File: src/rtl/note_sequencer_pkg.sv
// Shared state encoding and default timing constants for the note sequencer.
package note_seq_pkg;

  typedef enum logic [2:0] {
    ST_IDLE = 3'd0,
    ST_LOAD = 3'd1,
    ST_PLAY = 3'd2,
    ST_GAP  = 3'd3,
    ST_DONE = 3'd4
  } state_t;

  localparam int unsigned DEF_BEAT_CLKS  = 12000;
  localparam int unsigned DEF_NOTE_BEATS = 4;
  localparam int unsigned DEF_GAP_BEATS  = 1;
  localparam int unsigned DEF_SEQ_LEN    = 10;

endpackage

File: src/rtl/note_sequencer_tone_divider.sv
// Square-wave generator: toggles every half_per+1 enabled cycles; half_per=0 is a rest.
module tone_divider (
  input  logic       clk,
  input  logic       rst_n,
  input  logic       en,
  input  logic [7:0] half_per,
  output logic       tone
);

  logic [7:0] cnt;

  always_ff @(posedge clk or negedge rst_n) begin
    if (!rst_n) begin
      cnt  <= '0;
      tone <= 1'b0;
    end else if (!en || half_per == 8'd0) begin
      cnt  <= '0;
      tone <= 1'b0;
    end else if (cnt == half_per) begin
      cnt  <= '0;
      tone <= ~tone;
    end else begin
      cnt <= cnt + 8'd1;
    end
  end

endmodule

File: src/rtl/note_sequencer.sv
// Steps through an external frequency table, sounding each entry for a fixed
// number of beats followed by a silent gap; optional looping.
module note_sequencer
  import note_seq_pkg::*;
#(
  parameter int unsigned BEAT_CLKS  = DEF_BEAT_CLKS,
  parameter int unsigned NOTE_BEATS = DEF_NOTE_BEATS,
  parameter int unsigned GAP_BEATS  = DEF_GAP_BEATS,
  parameter int unsigned SEQ_LEN    = DEF_SEQ_LEN
) (
  input  logic       clk,
  input  logic       rst_n,
  input  logic       start,
  input  logic       stop,
  input  logic       loop_en,
  output logic [3:0] db_addr,
  input  logic [7:0] db_entry,
  output logic       tone_out,
  output logic       busy,
  output logic       done
);

  localparam int unsigned MAX_BEATS = (NOTE_BEATS > GAP_BEATS) ? NOTE_BEATS : GAP_BEATS;
  localparam int unsigned CLK_W     = (BEAT_CLKS > 1) ? $clog2(BEAT_CLKS) : 1;
  localparam int unsigned BEAT_W    = (MAX_BEATS > 1) ? $clog2(MAX_BEATS) : 1;

  state_t            state;
  logic [7:0]        freq_reg;
  logic [CLK_W-1:0]  clk_cnt;
  logic [BEAT_W-1:0] beat_cnt;
  logic              last_clk;
  logic              play_end;
  logic              gap_end;
  logic              tone_en;

  always_comb begin
    last_clk = (clk_cnt == CLK_W'(BEAT_CLKS - 1));
    play_end = last_clk && (beat_cnt == BEAT_W'(NOTE_BEATS - 1));
    gap_end  = last_clk && (beat_cnt == BEAT_W'(GAP_BEATS - 1));
    // Dropping enable on the final PLAY cycle lets the divider clear the tone
    // on the same edge that enters GAP, keeping tone_out registered and silent there.
    tone_en  = (state == ST_PLAY) && !play_end && !stop;
  end

  always_ff @(posedge clk or negedge rst_n) begin
    if (!rst_n) begin
      state    <= ST_IDLE;
      db_addr  <= '0;
      freq_reg <= '0;
      clk_cnt  <= '0;
      beat_cnt <= '0;
      busy     <= 1'b0;
      done     <= 1'b0;
    end else if (stop) begin
      state    <= ST_IDLE;
      db_addr  <= '0;
      clk_cnt  <= '0;
      beat_cnt <= '0;
      busy     <= 1'b0;
      done     <= 1'b0;
    end else begin
      case (state)
        ST_IDLE, ST_DONE: begin
          if (start) begin
            state   <= ST_LOAD;
            db_addr <= '0;
            busy    <= 1'b1;
            done    <= 1'b0;
          end
        end
        ST_LOAD: begin
          freq_reg <= db_entry;
          clk_cnt  <= '0;
          beat_cnt <= '0;
          state    <= ST_PLAY;
        end
        ST_PLAY, ST_GAP: begin
          if ((state == ST_PLAY) ? play_end : gap_end) begin
            clk_cnt  <= '0;
            beat_cnt <= '0;
            if (state == ST_PLAY) begin
              state <= ST_GAP;
            end else if (db_addr < 4'(SEQ_LEN - 1)) begin
              db_addr <= db_addr + 4'd1;
              state   <= ST_LOAD;
            end else if (loop_en) begin
              db_addr <= '0;
              state   <= ST_LOAD;
            end else begin
              state <= ST_DONE;
              busy  <= 1'b0;
              done  <= 1'b1;
            end
          end else if (last_clk) begin
            clk_cnt  <= '0;
            beat_cnt <= beat_cnt + BEAT_W'(1);
          end else begin
            clk_cnt <= clk_cnt + CLK_W'(1);
          end
        end
        default: begin
          state <= ST_IDLE;
          busy  <= 1'b0;
          done  <= 1'b0;
        end
      endcase
    end
  end

  tone_divider u_tone (
    .clk      (clk),
    .rst_n    (rst_n),
    .en       (tone_en),
    .half_per (freq_reg),
    .tone     (tone_out)
  );

endmodule

File: config.mk
export PLATFORM = sky130hd
export DESIGN_NAME = note_sequencer
export DESIGN_NICKNAME = d
export VERILOG_FILES = /design/src/rtl/note_sequencer_pkg.sv /design/src/rtl/note_sequencer_tone_divider.sv /design/src/rtl/note_sequencer.sv
export SDC_FILE = /design/constraint.sdc
export NUM_CORES = 1
export LEC_CHECK = 0
export ABC_AREA = 0
export BUFFER_PORTS_ARGS = -buffer_cell sky130_fd_sc_hd__buf_4
export CAP_MARGIN = 30
export CELL_PAD_IN_SITES_DETAIL_PLACEMENT = 1
export CELL_PAD_IN_SITES_GLOBAL_PLACEMENT = 1
export CORE_ASPECT_RATIO = 1.2
export CORE_MARGIN = 8
export CORE_UTILIZATION = 49
export DETAILED_ROUTE_END_ITERATION = 10
export PLACE_DENSITY = 0.8
export SLEW_MARGIN = 20
export SYNTH_ARGS = -nofsm -noshare
export SYNTH_HDL_FRONTEND = slang
export SYNTH_SLANG_ARGS = --single-unit
File: constraint.sdc
create_clock -name clk -period 3.6 [get_ports clk]
set_clock_uncertainty 0.15 [all_clocks]
set_input_delay 0.72 -clock clk [delete_from_list [all_inputs] [get_ports clk]]
set_output_delay 0.72 -clock clk [all_outputs]
set_load 0.02 [all_outputs]
; Yosys cells after proc, flatten, opt, wreduce, memory -nomap -nowiden
; Index checks and enable logic that the tools add are counted.
[word_totals]
register_bits = 42
inputBits = 13
output_inout_bits = 7
elab_cells = 93
[op_classes]
addsub = 4
order_cmp = 1
eq_ne = 15
n_mux = 41
bitwise_logic = 2
n_reduce_logical = 21
[ops]
columns = operator, n
row1 = two-way mux 14 bit, 3
row2 = one-hot mux 14 bit (2 select lines), 1
row3 = two-way mux 4 bit, 6
row4 = two-way mux 3 bit, 6
row5 = two-way mux 8 bit, 2
row6 = two-way mux 1 bit, 15
row7 = "inequality test 3 bit, second input constant", 5
row8 = "adder 14 x 1 -> 14 bit, second input constant", 1
row9 = "== test 14 bit, second input constant", 1
row10 = one-hot mux 3 bit (3 select lines), 1
row11 = "adder 8 x 1 -> 8 bit, second input constant", 1
row12 = == test 8 bit, 1
row13 = logical NOT 8 bit, 1
row14 = "inequality test 4 bit, second input constant", 2
row15 = one-hot mux 4 bit (2 select lines), 1
row16 = "== test 3 x 2 -> 1 bit, second input constant", 2
row17 = two-way mux 2 bit, 3
row18 = one-hot mux 1 bit (3 select lines), 2
row19 = AND reduction 2 bit, 3
row20 = AND reduction 6 bit, 1
row21 = nonzero test 3 bit, 2
row22 = AND reduction 5 bit, 1
row23 = "adder 4 x 1 -> 4 bit, second input constant", 1
row24 = logical AND 1 bit, 4
row25 = 14 further kinds, 18

; Logic depth before layout (Yosys ltp)
[depth]
word_depth = 8
ltp_mapped = 8
depth_no_buf = 7

; Modules after synthesis
; Synthesis repeated with hierarchy kept, for this count alone.
[hier_totals]
hier_cells = 233
hier_area_um2 = 2297.2
[modules_own_cells]
columns = module, n_inst, cells_per_inst, area_each_um2
row1 = note_sequencer, 1, 184, 1810.5
row2 = tone_divider, 1, 49, 486.7

; Worst setup path before layout
; OpenSTA, ideal clock, no wires.
[synth_path]
path_type = input to register
startpoint = input stop
endpoint = register freq_reg[0]
t_arrival_ns = 1.975
required_ns = 3.325
slack_ns = 1.350
path_stages = 3
path_buffers = 1
path_cell_list = clkbuf_1 -> nor4_2 -> mux2_2
[synth_via]
elab_chain_cells = 2
[synth_lines]
columns = element, line
row1 = from (decl), note_sequencer.sv:14  ; input logic stop,
row2 = NOT 1 bit (no line), -
row3 = AND reduction 2 bit (no line), -
row4 = to (signal assigned), note_sequencer.sv:72  ; freq_reg <= db_entry;
row5 = to (decl), note_sequencer.sv:28  ; logic [7:0] freq_reg;
; Every way passes these cells.
; A chain may end at the register's enable or synchronous reset.

; Final worst setup path
[layout_path]
startpoint = register db_addr[0]
endpoint = register db_addr[3]
[layout_via]
elab_chain_cells = 6
elab_cells_between_ends = 9
classes_between = 1 x add/sub / 1 x order compare / 1 x eq/ne / 5 x mux / 1 x reduce/logical
[layout_lines]
columns = element, line
row1 = from (decl), note_sequencer.sv:16  ; output logic [3:0] db_addr,
row2 = from (signal assigned), note_sequencer.sv:84  ; db_addr <= db_addr + 4'd1;
row3 = adder 4 x 1 -> 4 bit or < comparator 4 bit (tied branches), "note_sequencer.sv:84, note_sequencer.sv:83"
row4 = two-way mux 4 bit, note_sequencer.sv:83  ; end else if (db_addr < 4'(SEQ_LEN - 1)) begin
row5 = two-way mux 4 bit, note_sequencer.sv:81  ; if (state == ST_PLAY) begin
row6 = two-way mux 4 bit, note_sequencer.sv:78  ; if ((state == ST_PLAY) ? play_end : gap_end) begin
row7 = one-hot mux 4 bit (2 select lines), note_sequencer.sv:62  ; case (state)
row8 = two-way mux 4 bit, note_sequencer.sv:54  ; end else if (stop) begin
; Parallel ways exist; a longest one is shown, timed or not. The select of a mux whose other input is x is not followed.

==> impl_metrics.json <==
{
  "numPortBuffers": 19,
  "std_cell_rows": 27,
  "layout-drive-gt1-share_pct": 17.28,
  "die_w_microns": 77.42,
  "worstPathCellList": "inv_1 > ha_1 > nand2b_1 > nand3b_1 > a221oi_1 > nor3_1 > o32a_1",
  "r2r_slack_ps": 1300,
  "finalMaxSlewViolations": 0,
  "track_usage_pct": 15.01,
  "clockBufferDepth": 2,
  "relSlewSlack_pct": 36.13,
  "wl_per_cell_microns": 16.34,
  "grt_pass1_vias": 1812,
  "dieArea_sq_um": 6945,
  "worst_path_max_delay_cell": "a221oi_1",
  "async_flop_share_pct": 100.0,
  "cp_slowest_stage_delay_ps": 780,
  "ys_warn_count": 0,
  "post-cts-setup-buffers": 0,
  "met2_usage_pct": 26.11,
  "nNetsFinal": 261,
  "synth_top_area_share_pct": 47.38,
  "placed_cell_area_sq_um": 2395,
  "path_clk_slew_ps": 80,
  "synth_edf_count": 0,
  "grt_max_degree": 43,
  "min_path_type": "input port to asynchronous set/reset pin",
  "drc": 0,
  "met3_usage_pct": 3.287,
  "place_congestion": 0.7436,
  "via_per_inst": 5.508,
  "finalHoldViolations": 0,
  "setup_tns_ps": 0,
  "cp.required_ps": 3620,
  "clock_latency_ps": 290,
  "post-route-period-util_pct": 63.99,
  "via_count": 1658,
  "synth-seq-area-share_pct": 47.38,
  "synth.area.top_cells": "dfrtp_1, xnor2_1, nor2_1, mux2_2, ha_1",
  "core_sq_um": 4459,
  "cap_violations": 0,
  "cp_max_fo": 8,
  "start_util_pct": 49.75,
  "syn_to_final_growth_pct": 12.24,
  "syn_inst": 221,
  "grt_pass1_wl_microns": 8631,
  "gr-usage-met1_pct": 17.55,
  "cts.sinks": 42,
  "reg2reg_from": "db_addr[0]",
  "finalSetupViolCount": 0,
  "fillers": 527,
  "antenna_found_initial": 0,
  "rsz0062_at_grt": "no",
  "routed_wl_microns": 4919,
  "clock.fmax_ghz": 0.4341,
  "syn_area_sq_um": 2218,
  "cts-htree-levels": 2,
  "dp_hpwl_microns": 3747,
  "yosys_register_bits": 42,
  "powerDensity_nw_per_um2": 452.6,
  "critPathBufInv": 1,
  "cts_tree": "built",
  "reg2reg_depth": 7,
  "path_class": "flop to flop",
  "ys_types": 46,
  "peakVddDrop_mv": 0.2479,
  "yosys.area.top_type": "dfrtp_1",
  "largest_register_ffs": 14,
  "diodes": 0,
  "worstPathArrival_ps": 2330,
  "first_pass_iters": 4,
  "drtAntennaViolNets": 0,
  "cts-root-buf": "clkbuf_8",
  "drt_iter0_drc": 62,
  "top_usage_layer": "met2",
  "numCtsBuffers": 5,
  "holdBufCountCts": 0,
  "synth_most_common_cell": "dfrtp_1",
  "reg2reg_to": "db_addr[3]",
  "worst_pin_slew_ps": 950.1,
  "startpoint_type": "flop",
  "overflow": 0,
  "synthTopCellsByCount": "dfrtp_1, nor2_1, xnor2_1, o21ai_0, nand2_1",
  "crit_family": "compound AO/OA/AOI/OAI gates",
  "die_y_microns": 89.71,
  "synth-main-ff-cell": "dfrtp_1",
  "status": "finished clean",
  "power.leakage_nw": 1.045,
  "min_period_ps": 2304,
  "final_cell_area_sq_um": 2490,
  "endpoint_kind": "flop",
  "syn_nets": 240,
  "io_pins": 20,
  "ctsResizeCount": 0,
  "avgSynthCellArea_sq_um": 10.04
}
-- how the worst max path moves through the flow --
stage / from / end / slack, ps / cells past startpoint
finish: db_addr[0] / db_addr[3] / 1300 / 7
floorplan: stop / freq_reg[0] / 1350 / 3
CTS: db_addr[0] / db_addr[3] / 1250 / 7
global placement: stop / freq_reg[6] / 1180 / 3
global route: db_addr[0] / db_addr[3] / 1160 / 7
detailed placement: stop / u_tone.cnt[4] / 1130 / 6
-- per-layer routing --
layer / vias to the layer above / wire, microns
li1: 815 / -
met1: 823 / 2108
met2: 14 / 2625
met3: 6 / 104
met4: 0 / 81
met5: - / 0
-- cells in the final DEF (no fill, tap or decap), drive strengths merged, types with 2 or more instances in the layout --
| cell | n |
|---|---|
| xnor2 | 19 |
| nor4 | 3 |
| o21ai | 16 |
| nor3 | 6 |
| buf | 20 |
| mux2 | 9 |
| nand3 | 10 |
| inv | 9 |
| nor2 | 32 |
| dfrtp | 42 |
| or3 | 2 |
| a21oi | 4 |
| o31ai | 3 |
| nor2b | 2 |
| nand2 | 13 |
| nand3b | 4 |
| xor2 | 4 |
| ha | 6 |
| or2 | 2 |
| nand4 | 3 |
| clkbuf | 6 |
| nand2b | 2 |
| and3 | 6 |
-- cells by family after synthesis --
logic type                 Yosys count  synth area share (%)
muxes                               10                 5.020
xor gates and xnor gates            23                 9.081
and+or+nand+nor                     90                 21.04
buffers and inverters               15                 3.609
DFF                                 42                 47.38
adders and majority gates            6                 3.384
AOI/OAI and AO/OA                   35                 10.49
-- stage by stage --
stage                     cells  power (W)  setup slack [ps]  hold slack [ps]  utilization (%)
after floorplan             221  0.0007594              1350            274.4                -
after detailed placement    293  0.0008296              1127            354.5            53.70
after global routing        301   0.001197              1157            285.5            55.84
final                       301   0.001127              1296            251.6            55.84
after CTS                   301   0.001147              1253            272.7            55.84
after global placement      293  0.0008164              1177            345.2            53.70
-- report_power, final --
| part | internal, W | leakage (nW) | switching [W] |
|---|---|---|---|
| combinational | 0.000115 | 0.431 | 0.000106 |
| clock | 0.000154 | 0.0472 | 0.000159 |
| sequential | 0.000528 | 0.566 | 0.0000649 |
-- final cells by class --
class / count / area [sq um] / share of cell area [%]
clock buffers: 6 / 82.58 / 3.317
clock inverters: 2 / 12.51 / 0.5025
inverters: 9 / 33.78 / 1.357
multi-input cells: 164 / 1087 / 43.67
flip-flops and latches: 42 / 1051 / 42.21
well taps: 58 / 72.57 / 2.915
repair buffers: 20 / 150.1 / 6.030
(Power assumes the default switching activity.)
